--- config.mk ---
export PLATFORM = sky130hd
export DESIGN_NAME = spi_slave_duplex_flat
export DESIGN_NICKNAME = d
export VERILOG_FILES = /design/src/rtl/spi_pkg.sv /design/src/rtl/spi_slave_duplex_if.sv /design/src/rtl/spi_slave_duplex_pin_sync.sv /design/src/rtl/spi_slave_duplex.sv /design/src/flat_wrapper.sv
export SDC_FILE = /design/constraint.sdc
export NUM_CORES = 1
export LEC_CHECK = 0
export BUFFER_PORTS_ARGS = -buffer_cell sky130_fd_sc_hd__buf_4
export CAP_MARGIN = 40
export CORE_UTILIZATION = 40
export DETAILED_ROUTE_END_ITERATION = 12
export PLACE_DENSITY_LB_ADDON = 0.2
export SYNTH_ARGS = -nofsm -noshare
export SYNTH_HDL_FRONTEND = slang
export SYNTH_HIERARCHICAL = 1
export SYNTH_SLANG_ARGS = --single-unit
--- constraint.sdc ---
create_clock -name clk -period 2.3 [get_ports clk]
set_clock_uncertainty 0.1 [all_clocks]
set_input_delay 0 -clock clk [delete_from_list [all_inputs] [get_ports clk]]
set_output_delay 0 -clock clk [all_outputs]
set_load 0.05 [all_outputs]
--- src/rtl/spi_pkg.sv ---
// rtl/spi_pkg.sv - shared types, constants and edge-select helper for the SPI slave
package spi_pkg;

    typedef enum logic [1:0] {
        IDLE  = 2'd0,
        SHIFT = 2'd1,
        STALL = 2'd2
    } state_t;

    localparam logic [31:0] DEFAULT_RESET_VALUE = 32'h4A23_0010;

    // Modes 0 and 3 sample on the rising sck edge, modes 1 and 2 on the falling edge.
    function automatic logic sample_on_rise(input logic cpol, input logic cpha);
        return ~(cpol ^ cpha);
    endfunction

endpackage

--- src/rtl/spi_slave_duplex_if.sv ---
// rtl/spi_slave_duplex_if.sv - pin and word-side signals of the SPI slave
// Pins: cs_n, sck, mosi (in), miso, miso_oe (out).
// Word side: tx_data (in), rx_data, rx_valid, frame_err (out).
interface spi_slave_duplex_if #(
    parameter int BITS = 32
);
    logic            cs_n;
    logic            sck;
    logic            mosi;
    logic            miso;
    logic            miso_oe;
    logic [BITS-1:0] tx_data;
    logic [BITS-1:0] rx_data;
    logic            rx_valid;
    logic            frame_err;

    modport slave (
        input  cs_n, sck, mosi, tx_data,
        output miso, miso_oe, rx_data, rx_valid, frame_err
    );

    modport master (
        output cs_n, sck, mosi, tx_data,
        input  miso, miso_oe, rx_data, rx_valid, frame_err
    );
endinterface

--- src/rtl/spi_slave_duplex_pin_sync.sv ---
// rtl/spi_slave_duplex_pin_sync.sv - two-flop pin synchroniser with edge detect
// Ports: clk, reset (sync, active-high), i_pin (async pin),
//        o_sync (synchronised level), o_rise / o_fall (one-cycle edge strobes).
module spi_pin_sync #(
    parameter logic RST_VAL = 1'b0
) (
    input  logic clk,
    input  logic reset,
    input  logic i_pin,
    output logic o_sync,
    output logic o_rise,
    output logic o_fall
);
    logic r_meta;
    logic r_sync;
    logic r_prev;

    // All stages reset to the pin's idle level so no false edge follows reset.
    always_ff @(posedge clk) begin
        if (reset) begin
            r_meta <= RST_VAL;
            r_sync <= RST_VAL;
            r_prev <= RST_VAL;
        end else begin
            r_meta <= i_pin;
            r_sync <= r_meta;
            r_prev <= r_sync;
        end
    end

    assign o_sync = r_sync;
    assign o_rise = r_sync & ~r_prev;
    assign o_fall = ~r_sync & r_prev;
endmodule

--- src/rtl/spi_slave_duplex.sv ---
// rtl/spi_slave_duplex.sv - full-duplex SPI slave, all four modes, with abort and timeout
// Ports: clk, reset (sync, active-high), bus (slave modport):
//        cs_n/sck/mosi pins in, miso/miso_oe out, tx_data word in,
//        rx_data word out, rx_valid and frame_err one-cycle strobes out.
module spi_slave_duplex
    import spi_pkg::*;
#(
    parameter int          BITS        = 32,
    parameter bit          CPOL        = 1'b0,
    parameter bit          CPHA        = 1'b0,
    parameter int          TIMEOUT     = 1024,
    parameter logic [31:0] RESET_VALUE = DEFAULT_RESET_VALUE
) (
    input logic              clk,
    input logic              reset,
    spi_slave_duplex_if.slave bus
);
    localparam int              BCW         = $clog2(BITS + 1);
    localparam int              TCW         = (TIMEOUT > 0) ? $clog2(TIMEOUT + 1) : 1;
    localparam logic [BITS-1:0] RST_WORD    = BITS'(RESET_VALUE);
    localparam bit              SAMPLE_RISE = sample_on_rise(CPOL, CPHA);
    localparam logic [BCW-1:0]  LAST_BIT    = BCW'(BITS - 1);
    localparam logic [TCW-1:0]  TO_LIMIT    = TCW'(TIMEOUT);

    logic w_cs_sync, w_cs_rise, w_cs_fall;
    logic w_sck_rise, w_sck_fall;
    logic w_mosi_sync;
    logic w_sample, w_shift;

    spi_pin_sync #(.RST_VAL(1'b1)) u_cs_sync (
        .clk(clk), .reset(reset), .i_pin(bus.cs_n),
        .o_sync(w_cs_sync), .o_rise(w_cs_rise), .o_fall(w_cs_fall)
    );
    spi_pin_sync #(.RST_VAL(CPOL)) u_sck_sync (
        .clk(clk), .reset(reset), .i_pin(bus.sck),
        .o_sync(), .o_rise(w_sck_rise), .o_fall(w_sck_fall)
    );
    spi_pin_sync #(.RST_VAL(1'b0)) u_mosi_sync (
        .clk(clk), .reset(reset), .i_pin(bus.mosi),
        .o_sync(w_mosi_sync), .o_rise(), .o_fall()
    );

    assign w_sample = SAMPLE_RISE ? w_sck_rise : w_sck_fall;
    assign w_shift  = SAMPLE_RISE ? w_sck_fall : w_sck_rise;

    state_t          r_state, w_nx_state;
    logic [BCW-1:0]  r_bit_cnt, w_nx_bit_cnt;
    logic [TCW-1:0]  r_to_cnt, w_nx_to_cnt;
    logic [BITS-1:0] r_tx_sr, w_nx_tx_sr;
    logic [BITS-1:0] r_rx_sr, w_nx_rx_sr;
    logic [BITS-1:0] r_rx_data, w_nx_rx_data;
    logic            r_rx_valid, w_nx_rx_valid;
    logic            r_frame_err, w_nx_frame_err;
    logic            r_skip, w_nx_skip;
    logic [BITS-1:0] w_rx_shifted;

    assign w_rx_shifted = {r_rx_sr[BITS-2:0], w_mosi_sync};

    always_ff @(posedge clk) begin
        if (reset) begin
            r_state     <= IDLE;
            r_bit_cnt   <= '0;
            r_to_cnt    <= '0;
            r_tx_sr     <= '0;
            r_rx_sr     <= '0;
            r_rx_data   <= RST_WORD;
            r_rx_valid  <= 1'b0;
            r_frame_err <= 1'b0;
            r_skip      <= 1'b0;
        end else begin
            r_state     <= w_nx_state;
            r_bit_cnt   <= w_nx_bit_cnt;
            r_to_cnt    <= w_nx_to_cnt;
            r_tx_sr     <= w_nx_tx_sr;
            r_rx_sr     <= w_nx_rx_sr;
            r_rx_data   <= w_nx_rx_data;
            r_rx_valid  <= w_nx_rx_valid;
            r_frame_err <= w_nx_frame_err;
            r_skip      <= w_nx_skip;
        end
    end

    // r_skip suppresses the one shift edge that would otherwise push out a freshly
    // loaded MSB: the first leading edge in CPHA=1, and the trailing edge right
    // after a frame-completing sample in CPHA=0.
    always_comb begin
        w_nx_state     = r_state;
        w_nx_bit_cnt   = r_bit_cnt;
        w_nx_to_cnt    = r_to_cnt;
        w_nx_tx_sr     = r_tx_sr;
        w_nx_rx_sr     = r_rx_sr;
        w_nx_rx_data   = r_rx_data;
        w_nx_rx_valid  = 1'b0;
        w_nx_frame_err = 1'b0;
        w_nx_skip      = r_skip;
        case (r_state)
            IDLE: begin
                w_nx_bit_cnt = '0;
                w_nx_to_cnt  = '0;
                if (w_cs_fall) begin
                    w_nx_tx_sr = bus.tx_data;
                    w_nx_skip  = CPHA;
                    w_nx_state = SHIFT;
                end
            end
            SHIFT: begin
                if (w_cs_rise) begin
                    // Deselect beats any coincident sck edge.
                    w_nx_frame_err = (r_bit_cnt != '0);
                    w_nx_bit_cnt   = '0;
                    w_nx_to_cnt    = '0;
                    w_nx_state     = IDLE;
                end else if (TIMEOUT != 0 && r_bit_cnt != '0 && r_to_cnt == TO_LIMIT) begin
                    w_nx_frame_err = 1'b1;
                    w_nx_bit_cnt   = '0;
                    w_nx_to_cnt    = '0;
                    w_nx_state     = STALL;
                end else begin
                    if (r_bit_cnt != '0 && r_to_cnt != TO_LIMIT) begin
                        w_nx_to_cnt = r_to_cnt + 1'b1;
                    end
                    if (w_sample) begin
                        w_nx_to_cnt = '0;
                        w_nx_rx_sr  = w_rx_shifted;
                        if (r_bit_cnt == LAST_BIT) begin
                            w_nx_rx_data  = w_rx_shifted;
                            w_nx_rx_valid = 1'b1;
                            w_nx_bit_cnt  = '0;
                            w_nx_tx_sr    = bus.tx_data;
                            w_nx_skip     = 1'b1;
                        end else begin
                            w_nx_bit_cnt = r_bit_cnt + 1'b1;
                        end
                    end else if (w_shift) begin
                        if (r_skip) begin
                            w_nx_skip = 1'b0;
                        end else begin
                            w_nx_tx_sr = r_tx_sr << 1;
                        end
                    end
                end
            end
            STALL: begin
                w_nx_bit_cnt = '0;
                w_nx_to_cnt  = '0;
                if (w_cs_sync) begin
                    w_nx_state = IDLE;
                end
            end
            default: w_nx_state = IDLE;
        endcase
    end

    assign bus.miso      = (r_state == SHIFT) & r_tx_sr[BITS-1];
    assign bus.miso_oe   = ~w_cs_sync;
    assign bus.rx_data   = r_rx_data;
    assign bus.rx_valid  = r_rx_valid;
    assign bus.frame_err = r_frame_err;
endmodule

--- src/flat_wrapper.sv ---
// flat-port wrapper written by rule: the top's interface ports become plain ports
module spi_slave_duplex_flat import spi_pkg::*;
#(
    parameter int          BITS        = 32,
    parameter bit          CPOL        = 1'b0,
    parameter bit          CPHA        = 1'b0,
    parameter int          TIMEOUT     = 1024,
    parameter logic [31:0] RESET_VALUE = DEFAULT_RESET_VALUE
)
  (clk, reset, bus_cs_n, bus_sck, bus_mosi, bus_tx_data, bus_miso, bus_miso_oe, bus_rx_data, bus_rx_valid, bus_frame_err);
  spi_slave_duplex_if #(.BITS(BITS)) bus_i ();
  input logic clk;
  input logic reset;
  input wire logic [$bits(bus_i.cs_n)-1:0] bus_cs_n;
  input wire logic [$bits(bus_i.sck)-1:0] bus_sck;
  input wire logic [$bits(bus_i.mosi)-1:0] bus_mosi;
  input wire logic [$bits(bus_i.tx_data)-1:0] bus_tx_data;
  output wire logic [$bits(bus_i.miso)-1:0] bus_miso;
  output wire logic [$bits(bus_i.miso_oe)-1:0] bus_miso_oe;
  output wire logic [$bits(bus_i.rx_data)-1:0] bus_rx_data;
  output wire logic [$bits(bus_i.rx_valid)-1:0] bus_rx_valid;
  output wire logic [$bits(bus_i.frame_err)-1:0] bus_frame_err;
  assign bus_i.cs_n = bus_cs_n;
  assign bus_i.sck = bus_sck;
  assign bus_i.mosi = bus_mosi;
  assign bus_i.tx_data = bus_tx_data;
  assign bus_miso = bus_i.miso;
  assign bus_miso_oe = bus_i.miso_oe;
  assign bus_rx_data = bus_i.rx_data;
  assign bus_rx_valid = bus_i.rx_valid;
  assign bus_frame_err = bus_i.frame_err;
  spi_slave_duplex #(.BITS(BITS), .CPOL(CPOL), .CPHA(CPHA), .TIMEOUT(TIMEOUT), .RESET_VALUE(RESET_VALUE)) u_core (.clk(clk), .reset(reset), .bus(bus_i));
endmodule
==> metrics.yaml <==
fin_nets: 760
final_max_slew_viol_count: 0
hold_violations: 0
port-buffer-count: 72
antenna_left: 0
worst_slew_pin_slew_ns: 0.607
num_antenna_cells: 0
switching_share: 0.216
max_cap_viol_count: 0
cts_buffer_depth: 2
antenna_found_initial: 0
cpLargestDelayFamily: "simple AND/OR/NAND/NOR gates"
io-pin-count: 73
setup_violations: 0
p_clk_frac: 0.506
synth_warnings: 6
layout.cells.non_filler: 904
die_h_um: 117
rsz0062_at_grt: "yes"
die_w_um: 117
startpoint_type: "flop"
internal-power_w: 0.00397
multi_input_area_um2: 2550
peakVddDrop_mv: 0.619
power_frac_comb: 0.058
start_util: 0.414
fillCellCount: 1174
p_sw_w: 0.00109
layout_commonest_cell: "nand2_1"
final_cell_mix: "nand2_1, dfxtp_1, buf_4, a21oi_1, dlygate4sd3_1"
p_seq_frac: 0.437
viasPerCell: 5.20
ctsHtreeMaxLevel: 4
grt_pass1_wl_um: 20100
fin_area_um2: 7150
layout_min_cycle_time_ns: 2.28
grt-ovfl-total: 0
clk_pin_slew_ns: 0.06
r2r_cells: 9
r2r-start: "u_core/r_bit_cnt[0]"
drt-initial-drc-count: 333
hpwl_um: 7890
dr.pass1.iters: 4
grt_max_degree: 60
cts_buffers: 17
root_buffer: "clkbuf_16"
cts_tree: "built"
crit_slowest_cell: "or4b_4"
register_area_um2: 2500
routedWlPerCell_um: 14.2
synthesis.area_um2: 5270
cp.arrival_ns: 2.52
power.density_nw_per_um2: 709
cts_sinks: 125
cp_cell_sequence: "inv_2 > ha_4 > or4b_4 > nand2b_4 > a2111oi_4 > buf_6 > clkbuf_16 > nand2_1 > a21oi_1"
max_clock_freq_mhz: 438
synthCells: 605
routed_wl_um: 12800
design_power_total_w: 0.00507
fin_crit_sh: 0.992
worstHoldPathType: "primary input to flop"
relSlewSlack: 0.595
p_leak_nw: 2.67
synth_area_per_cell_um2: 8.70
required_ns: 2.54
core_um2: 12700
place_congestion: 0.846
worstHoldStart: "bus_mosi"
placed_cell_area_um2: 6070
syn-num-nets: 646
status: "finished clean"
syn2layout_area_growth_pct: 35.8
cp_max_fo: 16
grt_util_all_layers: 0.189
hold_depth: 3
dp.cells: 829
clock_latency_ns: 0.42
num_rows: 41
hold_end: "u_core/u_mosi_sync/r_meta"
critPathKind: "flop to flop"
cpPeakStageDelay_ns: 0.49
reg2reg_setup_slack_ns: 0.02
endpoint_kind: "flop"
fin_util: 0.562
r2r_end: "u_core/bus.rx_data[22]"
grt_pass1_vias: 4354
remaining_drc_errors: 0
vias: 4697
dieArea_um2: 13600
drive_gt1_frac: 0.217
path_buf_inv: 3
==> worst reg2reg max path, cell delays in order, from the launching register on <==
cell and delay [ns]:
dfxtp_2 0.33, inv_2 0.08, ha_4 0.12, or4b_4 0.49, nand2b_4 0.19, a2111oi_4 0.36
buf_6 0.18, clkbuf_16 0.18, nand2_1 0.07, a21oi_1 0.11
==> metrics by stage <==
step / hold slack, ns / setup WS (ns) / setup TNS, ns
after detailed placement: 0.0860 / -0.0316 / -0.0650
after floorplan: -0.0284 / 0.0320 / 0
final: 0.249 / 0.0187 / 0
after global placement: 0.0913 / 0.0706 / 0
after global routing: 0.257 / -0.0513 / -1.09
after CTS: 0.226 / 0.00784 / 0
==> final cells by class <==
type / instances / area share
repair buffers: 144 / 0.175
clock buffers: 23 / 0.0697
clock inverters: 9 / 0.0117
well taps: 172 / 0.0301
inverters: 12 / 0.00630
multi-input cells: 419 / 0.357
flip-flops and latches: 125 / 0.350
==> worst max-delay path by stage <==
stage	from	end	slack, ns	depth (start not counted)
2_1_floorplan	u_core/u_cs_sync/o_sync	u_core/r_tx_sr[10]	0.03	8
3_3_place_gp	u_core/r_bit_cnt[0]	u_core/r_tx_sr[16]	0.07	8
3_5_place_dp	u_core/r_bit_cnt[0]	u_core/r_tx_sr[2]	-0.03	8
4_1_cts	u_core/r_bit_cnt[0]	u_core/bus.rx_data[5]	0.008	8
5_1_grt	u_core/r_bit_cnt[0]	u_core/bus.rx_data[9]	-0.05	9
6_report	u_core/r_bit_cnt[0]	u_core/bus.rx_data[22]	0.02	9
==> flip-flops by register name (all words and copies together), names as in the netlist, 2 cells and up <==
register,flops
u_core/r_rx_sr,31
u_core/r_to_cnt,11
u_core/r_bit_cnt,6
u_core/bus.rx_data,32
u_core/r_tx_sr,32
u_core/r_state,2
==> power groups by stage <==
| stage | registers (W) | clock network [W] | logic [W] |
|---|---|---|---|
| after detailed placement | 0.00226 | 0 | 0.000237 |
| after global routing | 0.00221 | 0.00272 | 0.000317 |
| after CTS | 0.00221 | 0.00262 | 0.000290 |
| after floorplan | 0.00225 | 0 | 0.000144 |
| final | 0.00221 | 0.00256 | 0.000293 |
| after global placement | 0.00226 | 0 | 0.000232 |
==> metal layers <==
| layer | vias up | GRT usage | part of all wire |
|---|---|---|---|
| met3 | 13 | 0.0602 | 0.045 |
| met1 | 2203 | 0.241 | 0.48 |
| met2 | 95 | 0.294 | 0.46 |
| met5 | - | 0 | 0 |
| li1 | 2386 | - | - |
| met4 | 0 | 0.0793 | 0.013 |
==> repair_timing <==
item                       in CTS  in global routing
setup endpoints to repair       5                 57
gates cloned                    0                  2
buffers inserted                0                  3
hold buffers                   38                  0
pin swaps                       0                  4
gates resized for setup         1                 17
hold endpoints to repair       44                  0
(Power assumes the default switching activity.)
